**src/rtl/sigma_delta_adc_sequencer_if.sv**
```systemverilog
// sigma_delta_adc_sequencer_if: tagged sample stream from the sequencer to its consumer
interface sigma_delta_adc_sequencer_if #(
  parameter int NCH  = 4,
  parameter int WDTH = 16
);
  logic [WDTH-1:0]        m_data;
  logic [$clog2(NCH)-1:0] m_chan;
  logic                   m_valid;
  logic                   m_ready;
  modport master (output m_data, m_chan, m_valid, input m_ready);
  modport slave  (input m_data, m_chan, m_valid, output m_ready);
endinterface

```
**src/rtl/sigma_delta_adc_sequencer.sv**
```systemverilog
// sigma_delta_adc_sequencer: settles, buffers and round-robin merges multi-channel ADC samples
module sigma_delta_adc_sequencer #(
  parameter int NCH    = 4,
  parameter int WDTH   = 16,
  parameter int SETTLE = 2
) (
  input  logic                     clk,
  input  logic                     rst,
  input  logic                     enable,
  input  logic [NCH-1:0]           ch_mask,
  input  logic [NCH*WDTH-1:0]      adc_output,
  input  logic [NCH-1:0]           adc_valid,
  output logic [NCH-1:0]           overrun,
  input  logic                     clear_overrun,
  output logic                     busy,
  sigma_delta_adc_sequencer_if.master m
);
  localparam int PW = $clog2(NCH);
  localparam int CW = SETTLE > 0 ? $clog2(SETTLE + 1) : 1;

  typedef enum logic [1:0] {IDLE, RUN, DRAIN} state_t;

  state_t          state_q, state_d;
  logic [NCH-1:0]  mask_q, mask_d, full_q, full_d, ovr_q, ovr_d;
  logic [CW-1:0]   cnt_q [NCH];
  logic [CW-1:0]   cnt_d [NCH];
  logic [WDTH-1:0] hold_q [NCH];
  logic [WDTH-1:0] hold_d [NCH];
  logic [WDTH-1:0] m_data_q, m_data_d;
  logic [PW-1:0]   m_chan_q, m_chan_d, rr_q, rr_d, gnt, idx;
  logic            m_valid_q, m_valid_d, busy_q, found, load, gv, run, start;
  logic [NCH-1:0]  settled, hit;

  assign run   = state_q == RUN;
  assign start = state_q == IDLE && enable;
  assign load  = !m_valid_q || m.m_ready;
  assign gv    = load && found;

  for (genvar c = 0; c < NCH; c++) begin : g_ch
    assign settled[c] = cnt_q[c] == CW'(SETTLE);
    assign hit[c]     = run & adc_valid[c] & mask_q[c];
  end

  assign state_d = start ? RUN :
                   (run && !enable) ? DRAIN :
                   (state_q == DRAIN && full_q == '0 && !m_valid_q) ? IDLE : state_q;

  always_comb begin
    gnt   = '0;
    idx   = '0;
    found = 1'b0;
    for (int k = 0; k < NCH; k++) begin
      idx = PW'((int'(rr_q) + k) % NCH);
      if (!found && full_q[idx]) begin
        found = 1'b1;
        gnt   = idx;
      end
    end
  end

  // a grant frees the buffer in the same cycle, so a coincident capture is not an overrun
  always_comb begin
    mask_d = start ? ch_mask : mask_q;
    full_d = full_q;
    ovr_d  = clear_overrun ? '0 : ovr_q;
    hold_d = hold_q;
    cnt_d  = cnt_q;
    for (int i = 0; i < NCH; i++) begin
      if (start) cnt_d[i] = '0;
      else if (hit[i] && !settled[i]) cnt_d[i] = cnt_q[i] + 1'b1;
      if (gv && gnt == PW'(i)) full_d[i] = 1'b0;
      if (hit[i] && settled[i]) begin
        if (!full_q[i] || (gv && gnt == PW'(i))) begin
          full_d[i] = 1'b1;
          hold_d[i] = adc_output[i*WDTH +: WDTH];
        end else ovr_d[i] = 1'b1;
      end
    end
  end

  assign m_data_d  = gv ? hold_q[gnt] : m_data_q;
  assign m_chan_d  = gv ? gnt : m_chan_q;
  assign m_valid_d = load ? found : m_valid_q;
  assign rr_d      = gv ? (gnt == PW'(NCH - 1) ? '0 : gnt + 1'b1) : rr_q;

  always_ff @(posedge clk) begin
    if (rst) begin
      state_q   <= IDLE;
      mask_q    <= '0;
      full_q    <= '0;
      ovr_q     <= '0;
      m_valid_q <= 1'b0;
      m_data_q  <= '0;
      m_chan_q  <= '0;
      rr_q      <= '0;
      busy_q    <= 1'b0;
      for (int i = 0; i < NCH; i++) begin
        cnt_q[i]  <= '0;
        hold_q[i] <= '0;
      end
    end else begin
      state_q   <= state_d;
      mask_q    <= mask_d;
      full_q    <= full_d;
      ovr_q     <= ovr_d;
      m_valid_q <= m_valid_d;
      m_data_q  <= m_data_d;
      m_chan_q  <= m_chan_d;
      rr_q      <= rr_d;
      busy_q    <= state_d != IDLE;
      cnt_q     <= cnt_d;
      hold_q    <= hold_d;
    end
  end

  assign m.m_data  = m_data_q;
  assign m.m_chan  = m_chan_q;
  assign m.m_valid = m_valid_q;
  assign overrun   = ovr_q;
  assign busy      = busy_q;
endmodule

```
**src/flat_wrapper.sv**
```systemverilog
// flat-port wrapper written by rule: the top's interface ports become plain ports
module sigma_delta_adc_sequencer_flat 
#(
  parameter int NCH    = 4,
  parameter int WDTH   = 16,
  parameter int SETTLE = 2
)
  (clk, rst, enable, ch_mask, adc_output, adc_valid, overrun, clear_overrun, busy, m_m_data, m_m_chan, m_m_valid, m_m_ready);
  sigma_delta_adc_sequencer_if #(.NCH(NCH), .WDTH(WDTH)) m_i ();
  input  logic clk;
  input  logic rst;
  input  logic enable;
  input  logic [NCH-1:0] ch_mask;
  input  logic [NCH*WDTH-1:0] adc_output;
  input  logic [NCH-1:0] adc_valid;
  output logic [NCH-1:0] overrun;
  input  logic clear_overrun;
  output logic busy;
  output wire logic [$bits(m_i.m_data)-1:0] m_m_data;
  output wire logic [$bits(m_i.m_chan)-1:0] m_m_chan;
  output wire logic [$bits(m_i.m_valid)-1:0] m_m_valid;
  input wire logic [$bits(m_i.m_ready)-1:0] m_m_ready;
  assign m_m_data = m_i.m_data;
  assign m_m_chan = m_i.m_chan;
  assign m_m_valid = m_i.m_valid;
  assign m_i.m_ready = m_m_ready;
  sigma_delta_adc_sequencer #(.NCH(NCH), .WDTH(WDTH), .SETTLE(SETTLE)) u_core (.clk(clk), .rst(rst), .enable(enable), .ch_mask(ch_mask), .adc_output(adc_output), .adc_valid(adc_valid), .overrun(overrun), .clear_overrun(clear_overrun), .busy(busy), .m(m_i));
endmodule
```
**config.mk**
```make
export PLATFORM = sky130hd
export DESIGN_NAME = sigma_delta_adc_sequencer_flat
export DESIGN_NICKNAME = d
export VERILOG_FILES = /design/src/rtl/sigma_delta_adc_sequencer_if.sv /design/src/rtl/sigma_delta_adc_sequencer.sv /design/src/flat_wrapper.sv
export SDC_FILE = /design/constraint.sdc
export NUM_CORES = 1
export LEC_CHECK = 0
export CAP_MARGIN = 25
export CELL_PAD_IN_SITES_DETAIL_PLACEMENT = 1
export CELL_PAD_IN_SITES_GLOBAL_PLACEMENT = 2
export CORE_MARGIN = 1.5
export CORE_UTILIZATION = 32
export CTS_BUF_LIST = sky130_fd_sc_hd__clkbuf_8
export DETAILED_ROUTE_END_ITERATION = 10
export PLACE_DENSITY = 0.87
export REMOVE_ABC_BUFFERS = 1
export SETUP_SLACK_MARGIN = 0.5
export SLEW_MARGIN = 20
export SYNTH_ARGS = -nofsm -noshare
export SYNTH_HDL_FRONTEND = slang
export SYNTH_SLANG_ARGS = --single-unit
```
**constraint.sdc**
```tcl
create_clock -name clk -period 2.75 [get_ports clk]
set_clock_uncertainty 0.1 [all_clocks]
set_input_delay 0.825 -clock clk [delete_from_list [all_inputs] [get_ports clk]]
set_output_delay 0.825 -clock clk [all_outputs]
set_load 0.05 [all_outputs]
```
==> reports/metrics.cfg, run 1 <==
[logic_synthesis]
synth_edf_count=0
synth.yosys.warnings=0
synthTopCellsByArea=sky130_fd_sc_hd__dfxtp_1, sky130_fd_sc_hd__mux2i_1, sky130_fd_sc_hd__nand2_1
synth_cells=574
ys_ff_latch=108
yosys.area.top_type=sky130_fd_sc_hd__dfxtp_1
synth_sequential_area_ratio_pct=41.9
synth_area_per_cell_um2=8.99
postSynth.asyncResetShare_pct=0
synth.distinct_cells=39
synth_top_cell_area_share_pct=41.9
synth_cell_area_um2=5160
synthFlopType=sky130_fd_sc_hd__dfxtp_1

[power]
leakage_nw=2.45
sw_frac_of_total_pct=24.0
intPower_mw=2.07
powerDensity_nw_per_um2=403
sequentialPowerShare_pct=57.7
power_frac_comb_pct=8.5
power.share.clock_pct=33.8
switchingPower_mw=0.657
irDropWorstVdd_v=0.000232

[placed_design]
place.detailed.hpwl_mm=11.5
numPortBuffers=100
pre_cts_ws_ns=0.00112
placed_cells_incl_taps=871
routabilityCongestion=0.852

[critical_path]
timing.rr.start=u_core.rr_q[1]
crit_path_cell_trace=dlygate4sd2_1
setup.worst_path.start_class=register
crit_path_max_fanout=2
rrSetupSlack_ns=0.54
critPathMaxStageDelay_ns=0.54
critical-path-slowest-cell=sky130_fd_sc_hd__dlygate4sd2_1
worst_ep_required_time_ns=1.83
endpoint_kind=output port
path_delay_family=buffers and inverters
worst-r2r-cell-count=6
critical_path_arrival_ns=1.29
crit_type=register to output port
timing.critical_path.buf_inv=1
regToRegEndpoint=u_core.m.m_data[6]

[clock_network]
cts_tree=yes
cts.sink_count=108
clockRootBuffer=sky130_fd_sc_hd__clkbuf_8
hold_buffers=0
insertion_delay_ns=0.39
depth_of_the_cts_h_tree=3
cts_made_buffers=9
cts.clk_slew.worst_paths_ns=0.09
cts_max_path_buffers=2

[worst_hold_path]
min_from=u_core.hold_q[18]
hp-class=register to register
timing.hold.worst_endpoint=u_core.hold_q[18]
holdPathStages=2

[outcome]
run_status=completed

[die]
fp.dieW_um=130
start_util_pct=32.6
coreArea_um2=15800
dieHeight_um=130
pin_count=101
design.die.area_um2=16900
rows=46

[cells_and_area]
antenna_cells=0
finalNonFillerCells=890
area_delta_synth_final_pct=31.3
fin_util_pct=42.8
fin_nets=750
layout-drive-gt1-share_pct=11.9

[global_route]
top_usage_layer=met2
grt-ovfl-total=0
gr-usage-met2_pct=35.0
globalRouteTotalUtil_pct=19.7
first_global_vias=5029
grt_use_met1_pct=24.8
grt_met3_use_pct=2.75
grt_first_pass_wirelength_mm=26.1
grt_start_max_net_pins=75
antenna_found_initial=0

[drt]
1st_pass_router_iterations=4
detail-route-antenna-nets=0
remaining_drc_errors=0
wl_per_cell_um=18.2
route.vias.total=4634
route.detailed.vias_per_inst=5.21
aggregate_routed_wire_length_mm=16.2
drtIter0Drc=204

[timing]
max_freq_mhz=451
final_min_period_over_clock_period_pct=80.7
finalHoldViolations=0
worst_slew_pin_slew_ns=0.686
drv_slew=0
period_needed_ns=2.22
setup-violations-final=0
slew_headroom_pct=54.2
minimum_setup_slack_in_the_final_design_ns=0.532
grt_setup_unrepaired=yes

[run]
max_cap_violations=0

==> synthesized netlist by cell type, types with 5 or more instances <==
cell type / count
sky130_fd_sc_hd__a211oi_1: 6
sky130_fd_sc_hd__a21oi_1: 7
sky130_fd_sc_hd__a31oi_1: 18
sky130_fd_sc_hd__buf_2: 8
sky130_fd_sc_hd__clkbuf_1: 37
sky130_fd_sc_hd__dfxtp_1: 108
sky130_fd_sc_hd__mux2i_1: 85
sky130_fd_sc_hd__nand2_1: 121
sky130_fd_sc_hd__nand3_1: 37
sky130_fd_sc_hd__nand4_1: 5
sky130_fd_sc_hd__nor2_1: 22
sky130_fd_sc_hd__nor2b_1: 5
sky130_fd_sc_hd__nor3b_1: 17
sky130_fd_sc_hd__nor4b_1: 16
sky130_fd_sc_hd__o221ai_1: 16
sky130_fd_sc_hd__o311ai_0: 16
sky130_fd_sc_hd__o31ai_1: 6
sky130_fd_sc_hd__xnor2_1: 5
==> sequential cells by signal (all words and copies together), names as in the netlist <==
signal            cells
u_core.m.m_data      16
u_core.hold_q        64
u_core.full_q         4
u_core.busy           1
u_core.rr_q           2
u_core.cnt_q          8
u_core.overrun        4
u_core.m.m_chan       2
u_core.state_q        2
u_core.mask_q         4
u_core.m.m_valid      1
==> routing by layer <==
| layer | share of wire, % | vias up |
|---|---|---|
| li1 | - | 2249 |
| met1 | 43 | 2269 |
| met2 | 51 | 95 |
| met3 | 4.2 | 21 |
| met4 | 1.7 | 0 |
| met5 | 0 | - |
==> cell type report <==
| class | instances | area [um2] |
|---|---|---|
| sequential | 108 | 2170 |
| fill | 1817 | 9050 |
| timing repair buffer | 134 | 1310 |
| multi-input combinational | 411 | 2820 |
| tap | 216 | 270 |
| clock buffer | 11 | 151 |
| inverter | 5 | 21.3 |
| clock inverter | 5 | 27.5 |
==> stage by stage <==
step / power, mW / hold WS [ns] / instance area (um2) / setup TNS, ns
floorplan: 1.68 / 0.334 / 4930 / -67.06
finish: 2.73 / 0.362 / 6770 / 0
detailed placement: 1.85 / 0.350 / 6480 / 0
global placement: 1.84 / 0.342 / 6480 / 0
global route: 2.83 / 0.377 / 6770 / 0
CTS: 2.76 / 0.366 / 6660 / 0
==> logic make-up (layout without fill, tap and decap cells) <==
logic type	Yosys count	in the layout	synth area share [%]
multiplexers	85	85	16.5
buffers and inverters	55	155	4.78
XOR/XNOR	5	5	0.849
adder cells (fa/ha/maj)	4	4	0.970
AO/OA/AOI/OAI	81	81	12.9
flip-flops	108	108	41.9
AND/OR/NAND/NOR	236	236	22.1
==> timing repair <==
action / 4_1_cts / 5_1_grt
cloned: 0 / 1
resized for setup: 31 / 39
pin swaps: 1 / 2
buffers inserted: 0 / 2
endpoints found under the setup margin: 89 / 83
==> placed cells by master (no fill, tap or decap), types with 11 or more instances in the layout <==
cell                              instances
sky130_fd_sc_hd__clkbuf_8                11
sky130_fd_sc_hd__nor4b_1                 16
sky130_fd_sc_hd__nor2_1                  21
sky130_fd_sc_hd__nor3b_1                 17
sky130_fd_sc_hd__nand3_1                 37
sky130_fd_sc_hd__o311ai_0                16
sky130_fd_sc_hd__clkdlybuf4s15_1         14
sky130_fd_sc_hd__o221ai_1                16
sky130_fd_sc_hd__clkdlybuf4s50_1         73
sky130_fd_sc_hd__buf_4                   23
sky130_fd_sc_hd__mux2i_1                 84
sky130_fd_sc_hd__nand2_1                120
sky130_fd_sc_hd__dfxtp_1                104
sky130_fd_sc_hd__a31oi_1                 18
==> worst max path at each step <==
| stage | start | endpoint | slack [ns] | cells past startpoint |
|---|---|---|---|---|
| 6_report | u_core.m.m_data[13] | m_m_data[13] | 0.53 | 1 |
| 2_1_floorplan | rst | u_core.m.m_data[14] | -1.44 | 3 |
| 5_1_grt | u_core.rr_q[1] | u_core.m.m_data[6] | 0.45 | 6 |
| 4_1_cts | u_core.m.m_valid | m_m_valid | 0.47 | 1 |
| 3_3_place_gp | m_m_ready | u_core.hold_q[17] | 0.08 | 6 |
| 3_5_place_dp | m_m_ready | u_core.hold_q[24] | 0.001 | 6 |
==> power by group through the flow <==
stage	logic, mW	clock network (mW)	registers [mW]
after floorplan	0.0673	0	1.61
after global placement	0.230	0	1.61
after detailed placement	0.234	0	1.61
after CTS	0.235	0.951	1.58
after global routing	0.253	1.00	1.58
final	0.233	0.923	1.58
No activity file was read; power rests on OpenSTA's default activity.
==> run 2, diff against run 1 <==
- clock period: 2.75 -> 2.3 ns (I/O delays scaled with it)
==> run 2 against run 1 <==
Combinational power grew 27%. Register-to-register slack got worse by 0.38 ns. Core utilization is 5.1 points higher. Largest cell class unchanged. Clock power is 67% higher. Critical path depth is 8 higher. Power rose by 36%. Critical endpoint is now u_core.m.m_data[8].
==> reports/metrics.cfg, run 2 (synthesized netlist as in run 1, its figures left out) <==
[placed_design]
pre_cts_ws_ns=-0.331  ; -0.332 ns
placement.cell_area_um2=6530  ; +0.69%
numPortBuffers=100  ; unchanged
place.detailed.hpwl_mm=11.7  ; +2.2%
routabilityCongestion=0.831  ; -2.4%

[timing]
drv_slew=0  ; unchanged
worst_slew_pin_slew_ns=0.340  ; -0.345 ns
period_needed_ns=2.14
final_min_period_over_clock_period_pct=93.2
minimum_setup_slack_in_the_final_design_ns=0.156  ; -0.376 ns
max_freq_mhz=466
grt_setup_unrepaired=yes
finalHoldViolations=0  ; unchanged
slew_headroom_pct=77.0  ; +23 points
worst_hold_slack_ns=0.361  ; -0.00111 ns
setup-violations-final=0  ; unchanged

[cells_and_area]
final-seq-area_um2=2180  ; +0.75%
fin_nets=791  ; +5.5%
most_frequent_standard_cell_in_the_layout_excluding_fill_and_tap_cells=sky130_fd_sc_hd__nand2_1
post-route-cell-area_um2=7580  ; +12%
fin_util_pct=47.9  ; +5.1 points
layout-drive-gt1-share_pct=24.9  ; +13 points
most_used_cells_in_the_layout_excluding_fill_and_tap_cells=sky130_fd_sc_hd__nand2_1, sky130_fd_sc_hd__dfxtp_1, sky130_fd_sc_hd__mux2i_1, sky130_fd_sc_hd__clkdlybuf4s50_1, sky130_fd_sc_hd__buf_4
largest_register_ffs=64  ; unchanged
regMostFlops=u_core.hold_q
antenna_cells=0  ; unchanged
multiInputGateArea_um2=3020  ; +6.8%
area_delta_synth_final_pct=47.0
number_of_fill_cells=1744  ; -4.0%

[power]
sw_frac_of_total_pct=22.2  ; -1.9 points
switchingPower_mw=0.825  ; +26%
leakage_nw=2.78  ; +13%
intPower_mw=2.90  ; +40%
powerDensity_nw_per_um2=491  ; +22%
power_frac_comb_pct=8.0  ; -0.5 points
post_layout_total_power_mw=3.72  ; +36%
irDropWorstVdd_v=0.000260  ; +12%
sequentialPowerShare_pct=50.5  ; -7.2 points
power.share.clock_pct=41.5  ; +7.7 points

[clock_network]
cts_made_buffers=9  ; unchanged
clockRootBuffer=sky130_fd_sc_hd__clkbuf_8
cts.sink_count=108  ; unchanged
insertion_delay_ns=0.41  ; +0.02 ns
cts.clk_slew.worst_paths_ns=0.11  ; +0.02 ns
cts_tree=yes
depth_of_the_cts_h_tree=3  ; unchanged
cts_max_path_buffers=2  ; unchanged

[critical_path]
crit_type=register to register
crit_path_max_fanout=5  ; +3
worst_ep_required_time_ns=2.47  ; +0.64 ns
critical_path_arrival_ns=2.32  ; +1.03 ns
endpoint_kind=register
setup.worst_path.start_class=register

[drt]
route.vias.total=4920  ; +6.2%
route.detailed.vias_per_inst=5.28  ; +1.5%
detail-route-antenna-nets=0  ; unchanged
aggregate_routed_wire_length_mm=18.4  ; +14%
drtIter0Drc=248  ; +22%
remaining_drc_errors=0  ; unchanged
wl_per_cell_um=19.7  ; +8.6%
1st_pass_router_iterations=5  ; +1

[die]
rows=46  ; unchanged
dieHeight_um=130  ; unchanged
pin_count=101  ; unchanged
start_util_pct=32.6  ; unchanged
design.die.area_um2=16900  ; unchanged
fp.dieW_um=130  ; unchanged
coreArea_um2=15800  ; unchanged

[global_route]
grt-ovfl-total=0  ; unchanged
grt_start_max_net_pins=60  ; -20%
grt_first_pass_wirelength_mm=26.7  ; +2.4%
first_global_vias=5161  ; +2.6%
antenna_found_initial=0  ; unchanged
globalRouteTotalUtil_pct=20.7  ; +0.98 points

[outcome]
run_status=completed

[run]
max_cap_violations=0  ; unchanged

[worst_hold_path]
hp-class=register to register

## run 2: cell types whose count changed in the layout (fill, tap and decap cells not counted), sizes merged, moves of 2 or more
cell           delta
dlygate4sd2       -6
clkdlybuf4s15    -14
dlymetal6s2s      -2
buf              +63
clkinv            -4
bufinv            +4
## run 2: path summary, 6_finish.rpt
check,start,slack (ns),endpoint,cells past startpoint
min reg2reg,u_core.hold_q[26],0.36,u_core.hold_q[26],2
max,u_core.full_q[2],0.16,u_core.m.m_data[8],9
max reg2reg,u_core.full_q[2],0.16,u_core.m.m_data[8],9
min,u_core.hold_q[26],0.36,u_core.hold_q[26],2
## run 2: power groups by stage
stage                     sequential (mW)  clock [mW]  combinational, mW
after floorplan                      1.93           0             0.0804
after global placement               1.93           0              0.280
after detailed placement             1.93           0              0.285
after CTS                            1.88        1.55              0.290
after global routing                 1.88        1.63              0.318
final                                1.88        1.54              0.296
## run 2: metrics by stage
step	instances	TNS (ns)
2_1_floorplan	524	-94.03
3_3_place_gp	880	-13.17
3_5_place_dp	880	-17.48
4_1_cts	913	0
5_1_grt	931	0
6_report	931	0
## run 2: worst max-delay path: stages, from the launching register on
cell and delay, ns:
sky130_fd_sc_hd__dfxtp_4 0.38, sky130_fd_sc_hd__nor2b_4 0.13, sky130_fd_sc_hd__buf_6 0.12, sky130_fd_sc_hd__a211oi_4 0.26, sky130_fd_sc_hd__buf_4 0.17, sky130_fd_sc_hd__or2_4 0.17
sky130_fd_sc_hd__buf_6 0.13, sky130_fd_sc_hd__clkbuf_16 0.15, sky130_fd_sc_hd__mux2i_2 0.24, sky130_fd_sc_hd__o221ai_1 0.18
## run 2: repair_timing
item	in CTS	in global routing
pin swaps	14	20
gates cloned	2	4
setup endpoints to repair	103	105
setup buffers	15	14
resized for setup	103	70
hold buffers	0	0
## run 2: final cells by class
| class | instances | share of cell area, % |
|---|---|---|
| Clock buffer | 10 | 1.81 |
| Clock inverter | 6 | 1.68 |
| Multi-Input combinational cell | 411 | 39.8 |
| Inverter | 5 | 0.280 |
| Tap cell | 216 | 3.56 |
| Timing Repair Buffer | 175 | 24.1 |
| Sequential cell | 108 | 28.8 |
## run 2: per-layer routing
layer	track usage, %	share of wire [%]
met1	24.9	42
met3	3.08	3.0
met5	0	0
met4	8.89	2.9
met2	36.8	52
==> run 3, diff against run 2 <==
- CTS_CLUSTER_DIAMETER: not set -> 100
==> results of run 3 <==
Final layout, timing and power as in run 2 (identical DEF).
